[config.mk]
export PLATFORM = sky130hd
export DESIGN_NAME = sync_pulse_shaper_flat
export DESIGN_NICKNAME = d
export VERILOG_FILES = /design/src/rtl/sync_pulse_shaper_if.sv /design/src/rtl/sync_pulse_shaper.sv /design/src/flat_wrapper.sv
export SDC_FILE = /design/constraint.sdc
export NUM_CORES = 1
export LEC_CHECK = 0
export ABC_CLOCK_PERIOD_IN_PS = 4360
export BUFFER_PORTS_ARGS = -buffer_cell sky130_fd_sc_hd__buf_2
export CORE_MARGIN = 5
export CORE_UTILIZATION = 63
export CTS_BUF_LIST = sky130_fd_sc_hd__clkbuf_4
export DETAILED_ROUTE_END_ITERATION = 10
export PLACE_DENSITY = 0.84
export SETUP_SLACK_MARGIN = 0.5
export SLEW_MARGIN = 5
export SYNTH_ARGS = -nofsm -noshare
export SYNTH_HDL_FRONTEND = slang
export SYNTH_SLANG_ARGS = --single-unit
[constraint.sdc]
create_clock -name control_clock -period 4.36 [get_ports control_clock]
set_input_delay 0.218 -clock control_clock [delete_from_list [all_inputs] [get_ports control_clock]]
set_output_delay 0.218 -clock control_clock [all_outputs]
set_load 0.02 [all_outputs]
[src/rtl/sync_pulse_shaper_if.sv]
// Handshake bundle between the upstream position counter and the sync pulse shaper.
// The master drives the tick and event inputs; the slave (the shaper) drives the timing outputs.
interface sync_pulse_shaper_if;
    logic counter_enable;
    logic zero_detected;
    logic threshold_detected;
    logic display_enable;
    logic sync_out;
    logic line_done;
    logic sync_error;

    modport master (
        output counter_enable, zero_detected, threshold_detected,
        input  display_enable, sync_out, line_done, sync_error
    );

    modport slave (
        input  counter_enable, zero_detected, threshold_detected,
        output display_enable, sync_out, line_done, sync_error
    );
endinterface

[src/rtl/sync_pulse_shaper.sv]
// Line timing generator: visible area, front porch, sync pulse and back porch, all counted in
// enabled ticks. Protocol violations from the upstream counter set a sticky error flag.
//
//  state          | meaning
//  ---------------+-------------------------------------------------------------
//  ST_IDLE        | after reset, waiting for the first line start
//  ST_ACTIVE      | visible pixels, display_enable high
//  ST_FRONT_PORCH | counting FRONT_PORCH ticks after the threshold event
//  ST_SYNC        | sync pulse asserted for SYNC_WIDTH ticks
//  ST_BACK_PORCH  | waiting for the next line start
module sync_pulse_shaper #(
    parameter int   FRONT_PORCH       = 16,
    parameter int   SYNC_WIDTH        = 96,
    parameter logic SYNC_ACTIVE_LEVEL = 1'b0,
    parameter int   COUNT_SIZE        = 11
) (
    input  logic                  control_clock,
    input  logic                  control_reset_n,
    sync_pulse_shaper_if.slave    bus
);

    typedef enum logic [2:0] {
        ST_IDLE,
        ST_ACTIVE,
        ST_FRONT_PORCH,
        ST_SYNC,
        ST_BACK_PORCH
    } state_t;

    localparam logic [COUNT_SIZE-1:0] L_ONE      = COUNT_SIZE'(1);
    localparam logic [COUNT_SIZE-1:0] L_FP_LOAD  = COUNT_SIZE'(FRONT_PORCH - 1);
    localparam logic [COUNT_SIZE-1:0] L_SW_LOAD  = COUNT_SIZE'(SYNC_WIDTH - 1);

    state_t                  r_state;
    logic [COUNT_SIZE-1:0]   r_count;
    logic                    r_display_enable;
    logic                    r_sync_out;
    logic                    r_line_done;
    logic                    r_sync_error;

    state_t                  w_state_next;
    logic [COUNT_SIZE-1:0]   w_count_next;
    logic                    w_line_done_next;
    logic                    w_sync_error_next;

    always_ff @(posedge control_clock or negedge control_reset_n) begin
        if (!control_reset_n) begin
            r_state          <= ST_IDLE;
            r_count          <= '0;
            r_display_enable <= 1'b0;
            r_sync_out       <= ~SYNC_ACTIVE_LEVEL;
            r_line_done      <= 1'b0;
            r_sync_error     <= 1'b0;
        end else begin
            r_state          <= w_state_next;
            r_count          <= w_count_next;
            r_display_enable <= (w_state_next == ST_ACTIVE);
            r_sync_out       <= (w_state_next == ST_SYNC) ? SYNC_ACTIVE_LEVEL : ~SYNC_ACTIVE_LEVEL;
            r_line_done      <= w_line_done_next;
            r_sync_error     <= w_sync_error_next;
        end
    end

    always_comb begin
        w_state_next      = r_state;
        w_count_next      = r_count;
        w_line_done_next  = 1'b0;
        w_sync_error_next = r_sync_error;

        if (bus.counter_enable) begin
            case (r_state)
                ST_IDLE: begin
                    if (bus.zero_detected) begin
                        w_state_next     = ST_ACTIVE;
                        w_line_done_next = 1'b1;
                    end
                end
                ST_ACTIVE: begin
                    // A line start here also wins over a coincident threshold.
                    if (bus.zero_detected) begin
                        w_sync_error_next = 1'b1;
                        w_line_done_next  = 1'b1;
                    end else if (bus.threshold_detected) begin
                        w_state_next = ST_FRONT_PORCH;
                        w_count_next = L_FP_LOAD;
                    end
                end
                ST_FRONT_PORCH, ST_SYNC: begin
                    if (bus.zero_detected) begin
                        w_state_next      = ST_ACTIVE;
                        w_count_next      = '0;
                        w_sync_error_next = 1'b1;
                        w_line_done_next  = 1'b1;
                    end else begin
                        // A stray threshold is flagged but the porch/pulse timing keeps running.
                        if (bus.threshold_detected) begin
                            w_sync_error_next = 1'b1;
                        end
                        if (r_count == '0) begin
                            w_state_next = (r_state == ST_FRONT_PORCH) ? ST_SYNC : ST_BACK_PORCH;
                            w_count_next = (r_state == ST_FRONT_PORCH) ? L_SW_LOAD : '0;
                        end else begin
                            w_count_next = r_count - L_ONE;
                        end
                    end
                end
                ST_BACK_PORCH: begin
                    if (bus.zero_detected) begin
                        w_state_next     = ST_ACTIVE;
                        w_line_done_next = 1'b1;
                    end else if (bus.threshold_detected) begin
                        w_sync_error_next = 1'b1;
                    end
                end
                default: begin
                    w_state_next = ST_IDLE;
                    w_count_next = '0;
                end
            endcase
        end
    end

    assign bus.display_enable = r_display_enable;
    assign bus.sync_out       = r_sync_out;
    assign bus.line_done      = r_line_done;
    assign bus.sync_error     = r_sync_error;

endmodule

[src/flat_wrapper.sv]
// flat-port wrapper written by rule: the top's interface ports become plain ports
module sync_pulse_shaper_flat 
#(
    parameter int   FRONT_PORCH       = 16,
    parameter int   SYNC_WIDTH        = 96,
    parameter logic SYNC_ACTIVE_LEVEL = 1'b0,
    parameter int   COUNT_SIZE        = 11
)
  (control_clock, control_reset_n, bus_counter_enable, bus_zero_detected, bus_threshold_detected, bus_display_enable, bus_sync_out, bus_line_done, bus_sync_error);
  sync_pulse_shaper_if bus_i ();
  input  logic control_clock;
  input  logic control_reset_n;
  input wire logic [$bits(bus_i.counter_enable)-1:0] bus_counter_enable;
  input wire logic [$bits(bus_i.zero_detected)-1:0] bus_zero_detected;
  input wire logic [$bits(bus_i.threshold_detected)-1:0] bus_threshold_detected;
  output wire logic [$bits(bus_i.display_enable)-1:0] bus_display_enable;
  output wire logic [$bits(bus_i.sync_out)-1:0] bus_sync_out;
  output wire logic [$bits(bus_i.line_done)-1:0] bus_line_done;
  output wire logic [$bits(bus_i.sync_error)-1:0] bus_sync_error;
  assign bus_i.counter_enable = bus_counter_enable;
  assign bus_i.zero_detected = bus_zero_detected;
  assign bus_i.threshold_detected = bus_threshold_detected;
  assign bus_display_enable = bus_i.display_enable;
  assign bus_sync_out = bus_i.sync_out;
  assign bus_line_done = bus_i.line_done;
  assign bus_sync_error = bus_i.sync_error;
  sync_pulse_shaper #(.FRONT_PORCH(FRONT_PORCH), .SYNC_WIDTH(SYNC_WIDTH), .SYNC_ACTIVE_LEVEL(SYNC_ACTIVE_LEVEL), .COUNT_SIZE(COUNT_SIZE)) u_core (.control_clock(control_clock), .control_reset_n(control_reset_n), .bus(bus_i));
endmodule
# ---- Yosys cells after proc, flatten, opt, wreduce, memory -nomap -nowiden
# Index checks and enable logic that the tools add are counted.
dict set report totals {
  out_inout_bits 4
  ramBits 0
  in_bits 5
  latch_bits 0
  wordCells 49
  rom_bits 0
  regBits 18
  memories 0
}
dict set report classes {
  reduce_logical 8
  mux 23
  shifts 0
  n_bitwise 1
  mul 0
  eq_ne 10
  div_mod_pow 0
  n_lt_le_gt_ge 0
  addsub 1
}
# operator n
set op_table {}
lappend op_table {{$mux W11} 4}
lappend op_table {{$pmux W11 S3} 1}
lappend op_table {{$mux W3} 7}
lappend op_table {{$logic_not A11 Y1} 1}
lappend op_table {{$sub A11 B1 Y11 const B} 1}
lappend op_table {{$eq A3 B2 Y1 const B} 3}
lappend op_table {{$pmux W3 S3} 1}
lappend op_table {{$mux W1} 8}
lappend op_table {{$ne A2 B2 Y1 const B} 4}
lappend op_table {{$reduce_and A4 Y1} 2}
lappend op_table {{$mux W7} 1}
lappend op_table {{$eq A3 B1 Y1 const B} 2}
lappend op_table {{$reduce_or A5 Y1} 1}
lappend op_table {{$reduce_or A2 Y1} 2}
lappend op_table {{$eq A3 B3 Y1 const B} 1}
lappend op_table {{$logic_not A3 Y1} 1}
lappend op_table {{$pmux W1 S3} 1}
lappend op_table {{$reduce_bool A3 Y1} 1}
lappend op_table {{$not A1 Y1} 1}

# ---- Longest topological paths before layout
dict set report logic_depth {
  depth_word 8
  mapped_depth 7
  ltp_nobuf 7
}

# ---- Least setup slack after synthesis
# Ideal clock, no wire load.
dict set report synth_timing {
  path_type {register to register}
  startpoint {register u_core.r_count[0]}
  endpoint {register u_core.r_sync_out, in the netlist u_core.bus.sync_out}
  t_required_ps 4278
  synth_period_minus_slack_ps 1901
  setup_ps 82
  setup_slack_ps 2459
  arrival_ps 1819
  path_buffers 0
  path_stages_with_launch 7
  cell_sequence {dfrtp_1 inv_1 ha_1 or4b_4 nor4_2 o211ai_1 a211o_1}
}
dict set report synth_via {
  elab_chain_cells 7
}
# item line
set synth_lines {}
lappend synth_lines {{start, declared} sync_pulse_shaper.sv:35} ;# logic [COUNT_SIZE-1:0] r_count;
lappend synth_lines {{start signal, assigned} sync_pulse_shaper.sv:56} ;# r_count <= w_count_next;
lappend synth_lines {{$logic_not A11 Y1} sync_pulse_shaper.sv:99} ;# if (r_count == '0) begin
lappend synth_lines {{$mux W3} sync_pulse_shaper.sv:99}
lappend synth_lines {{$mux W3} sync_pulse_shaper.sv:89} ;# if (bus.zero_detected) begin
lappend synth_lines {{$pmux W3 S3} sync_pulse_shaper.sv:71} ;# case (r_state)
lappend synth_lines {{$mux W3} sync_pulse_shaper.sv:70} ;# if (bus.counter_enable) begin
lappend synth_lines {{$eq A3 B2 Y1} sync_pulse_shaper.sv:58} ;# r_sync_out <= (w_state_next == ST_SYNC) ? SYNC_ACTIVE_LEVEL : ~SYNC_ACTIVE_LEVEL;
lappend synth_lines {{$mux W1} sync_pulse_shaper.sv:58}
lappend synth_lines {{end signal, assigned} sync_pulse_shaper.sv:51} ;# r_sync_out <= ~SYNC_ACTIVE_LEVEL;
lappend synth_lines {{end signal, assigned} sync_pulse_shaper.sv:58}
lappend synth_lines {{end, declared} sync_pulse_shaper.sv:37} ;# logic r_sync_out;
# Every way passes these cells.
# A chain may end at the register's enable or synchronous reset.

# ---- Final worst setup path
dict set report layout_timing {
  startpoint {register u_core.r_count[0]}
  endpoint {register u_core.r_display_enable, in the netlist u_core.bus.display_enable}
}
dict set report layout_via {
  elab_chain_cells 6
}
# item line
set layout_lines {}
lappend layout_lines {{$logic_not A11 Y1} sync_pulse_shaper.sv:99}
lappend layout_lines {{$mux W3} sync_pulse_shaper.sv:99}
lappend layout_lines {{$mux W3} sync_pulse_shaper.sv:89}
lappend layout_lines {{$pmux W3 S3} sync_pulse_shaper.sv:71}
lappend layout_lines {{$mux W3} sync_pulse_shaper.sv:70}
lappend layout_lines {{via u_core.w_state_next[1]} sync_pulse_shaper.sv:41} ;# state_t w_state_next;
lappend layout_lines {{$eq A3 B1 Y1} sync_pulse_shaper.sv:57} ;# r_display_enable <= (w_state_next == ST_ACTIVE);
lappend layout_lines {{end signal, assigned} sync_pulse_shaper.sv:57}
lappend layout_lines {{end, declared} sync_pulse_shaper.sv:36} ;# logic r_display_enable;
# The timed path passes the listed nets, and every way through them passes these cells.

==> impl_metrics.toml <==
[status]
status = "completed"

[power]
swShare = 0.404
leakagePower_uw = 0.000521
p_clk_frac = 0.155
seqPwrFrac = 0.460
irDropWorstVdd_mv = 0.246
powerDensity_nw_per_um2 = 427
p_sw_uw = 220
p_int_uw = 326
p_comb_frac = 0.386

[worst_setup_path]
cpPeakStageDelay_ps = 430
crit_path_start_kind = "flip-flop"
path_common_cell = "inv_1"
cp_max_fo = 8
crit_type = "flip-flop to flip-flop"
worstPathCellList = "inv_1 -> ha_1 -> nor4b_4 -> nand4_1 -> a221oi_2 -> inv_1 -> a211oi_2"
crit_arrival_ps = 2340
slowest_stage = "dfrtp_1"
critPathRequiredTime_ps = 4570
cp-end-kind = "flip-flop"

[yosys]
synth_top_area_frac = 0.356
yosysMostFrequentCell = "dfrtp_1"
synth_edf_count = 0
seq_area_frac_synth = 0.378
synth_commonest_cells = "dfrtp_1, o21ai_0, inv_1"
synth-seq-cells = 18
async_flop_share = 1.00
yosys-top-cells-area = "dfrtp_1, o21ai_0, or4_1, nor3_1, inv_1"
synth_warnings = 0
synth_nets = 139
synth_top_cell_by_area = "dfrtp_1"
syn-cell-area_um2 = 1200
ys_types = 49
syn_area_per_cell_um2 = 8.99
ys.flop_type = "dfrtp_1"
synthCells = 133

[cts]
cts_hold_buf = 1
cts_root_buf = "clkbuf_4"
clock_latency_ps = 290
cts_buffers = 3
htree_levels = 1
post_cts_buffers = 0
clock-sinks = 18
clkTransAtPathRegs_ps = 100
ctsLongestPathBuffers = 2
cts_resized = 0
cts_tree = "built"

[global_route]
grt_pass1_wl_um = 4510
grt_usage = 0.216
grt_max_degree = 19
grt_overflow = 0
antenna_found_initial = 0
grt_pass1_vias = 984

[placement]
io_buffer_count = 8
hpwlAfterDp_um = 1920
gp_congestion = 0.930
place_ws_ps = 2250

[floorplan]
chipHeight_um = 53.6
rows = 15
initial_core_util = 0.678
dieArea_um2 = 2870
coreArea_um2 = 1760
die_w_um = 53.6
io_pins = 9

[drt]
drtAntennaViolNets = 0
wl_um = 2680
wl_per_cell_um = 16.3
vias_per_cell = 6.75
detail_route.iter0.violations = 43
drc = 0
num_vias = 1107
dr.pass1.iters = 4

[timing]
relSlewSlack = 0.632
clock_skew_ps = 4.52
post-route-min-period_ps = 2120
max_freq_ghz = 0.471
rsz0062_at_grt = "false"
worst_pin_slew_ps = 552
finalSetupTns_ps = 0
worst_slack_ps = 2240
finalHoldViolCount = 0
drv_slew = 0
setup_viol = 0
finalCritPeriodShare = 0.487

[final_layout]
n_antenna_cell = 0
nets = 146
syn_to_final_growth_pct = 6.80
drive_gt1_frac = 0.194

[flow_run]
drv_cap = 0

[min_path]
min_path_type = "primary input to flip-flop"
-- cells in the final DEF (no fill, tap or decap), types with 3 or more instances in the layout --
cell	synthesis	layout
o31ai_1	4	4
nor3_1	7	7
a21oi_1	6	6
a31oi_1	4	4
dfrtp_1	17	17
o21ai_0	10	10
nor3b_1	3	3
nand2_1	7	7
clkbuf_4	0	3
nand2b_1	3	3
inv_1	9	9
nand3_1	3	3
nor2_1	6	6
buf_2	3	8
or4_1	5	5
-- sequential cells by signal (all words and copies together) (netlist names) --
| signal | flops |
|---|---|
| u_core.bus.sync_out | 1 |
| u_core.bus.line_done | 1 |
| u_core.bus.sync_error | 1 |
| u_core.bus.display_enable | 1 |
| u_core.r_count | 11 |
| u_core.r_state | 3 |
-- through the flow --
step | instance area [um^2] | instances | hold slack (ps) | util | total power [uW]
after floorplan | 1200 | 133 | -77.6 | - | 408
after global placement | 1240 | 159 | 160 | 0.704 | 452
after detailed placement | 1240 | 159 | 172 | 0.704 | 462
after CTS | 1280 | 164 | 231 | 0.724 | 547
after global routing | 1280 | 164 | 245 | 0.724 | 586
final | 1280 | 164 | 243 | 0.724 | 546
-- kinds of logic after synthesis --
| family | share of synthesized area |
|---|---|
| and+or+nand+nor | 0.256 |
| muxes | 0.00837 |
| DFF | 0.378 |
| buffers and inverters | 0.0565 |
| adders and majority gates | 0.0105 |
| AOI/OAI and AO/OA | 0.291 |
-- path summary, 6_finish.rpt --
kind | to | slack (ps) | cells past startpoint | start
hold reg to reg | u_core.bus.sync_error$_DFFE_PN0P_ | 470 | 1 | u_core.bus.sync_error$_DFFE_PN0P_
hold / removal | u_core.bus.sync_error$_DFFE_PN0P_ | 240 | 2 | bus_counter_enable
setup / recovery | u_core.bus.display_enable$_DFF_PN0_ | 2240 | 7 | u_core.r_count[0]$_DFFE_PN0P_
max in group asynchronous | u_core.bus.sync_out$_DFF_PN1_ | 3660 | 2 | control_reset_n
min in group asynchronous | u_core.r_count[0]$_DFFE_PN0P_ | 370 | 2 | control_reset_n
setup reg to reg | u_core.bus.display_enable$_DFF_PN0_ | 2240 | 7 | u_core.r_count[0]$_DFFE_PN0P_
-- worst max-delay path, delay by kind of cell, from the launching register on --
family	cells	cell delay, ps
compound gates	2	550
fa+ha+maj	1	220
buf+inv	2	180
flops	1	430
simple gates	2	680
-- power groups by stage --
stage	registers, uW	clock network (uW)	logic, uW
5_1_grt	258	96.4	232
6_report	251	84.4	211
3_3_place_gp	252	0	200
4_1_cts	251	86.9	209
2_1_floorplan	239	0	169
3_5_place_dp	254	0	208
-- layout make-up --
| class | instances | area (um^2) |
|---|---|---|
| clock buffers | 3 | 22.5 |
| clock inverters | 1 | 3.75 |
| fillers | 145 | 487 |
| inverters | 9 | 33.8 |
| multi-input cells | 98 | 677 |
| flip-flops and latches | 18 | 452 |
| well taps | 25 | 31.3 |
| repair buffers | 10 | 57.6 |
-- per-layer routing --
metal  GRT usage  vias to the layer above  routed length (um)
met4      0.0681                        0                  17
met1       0.311                      529                1190
li1            -                      526                   -
met2       0.331                       50                1280
met3      0.0332                        2                 193
met5           0                        -                   0
Note: power is estimated with default switching activity, not from simulation.
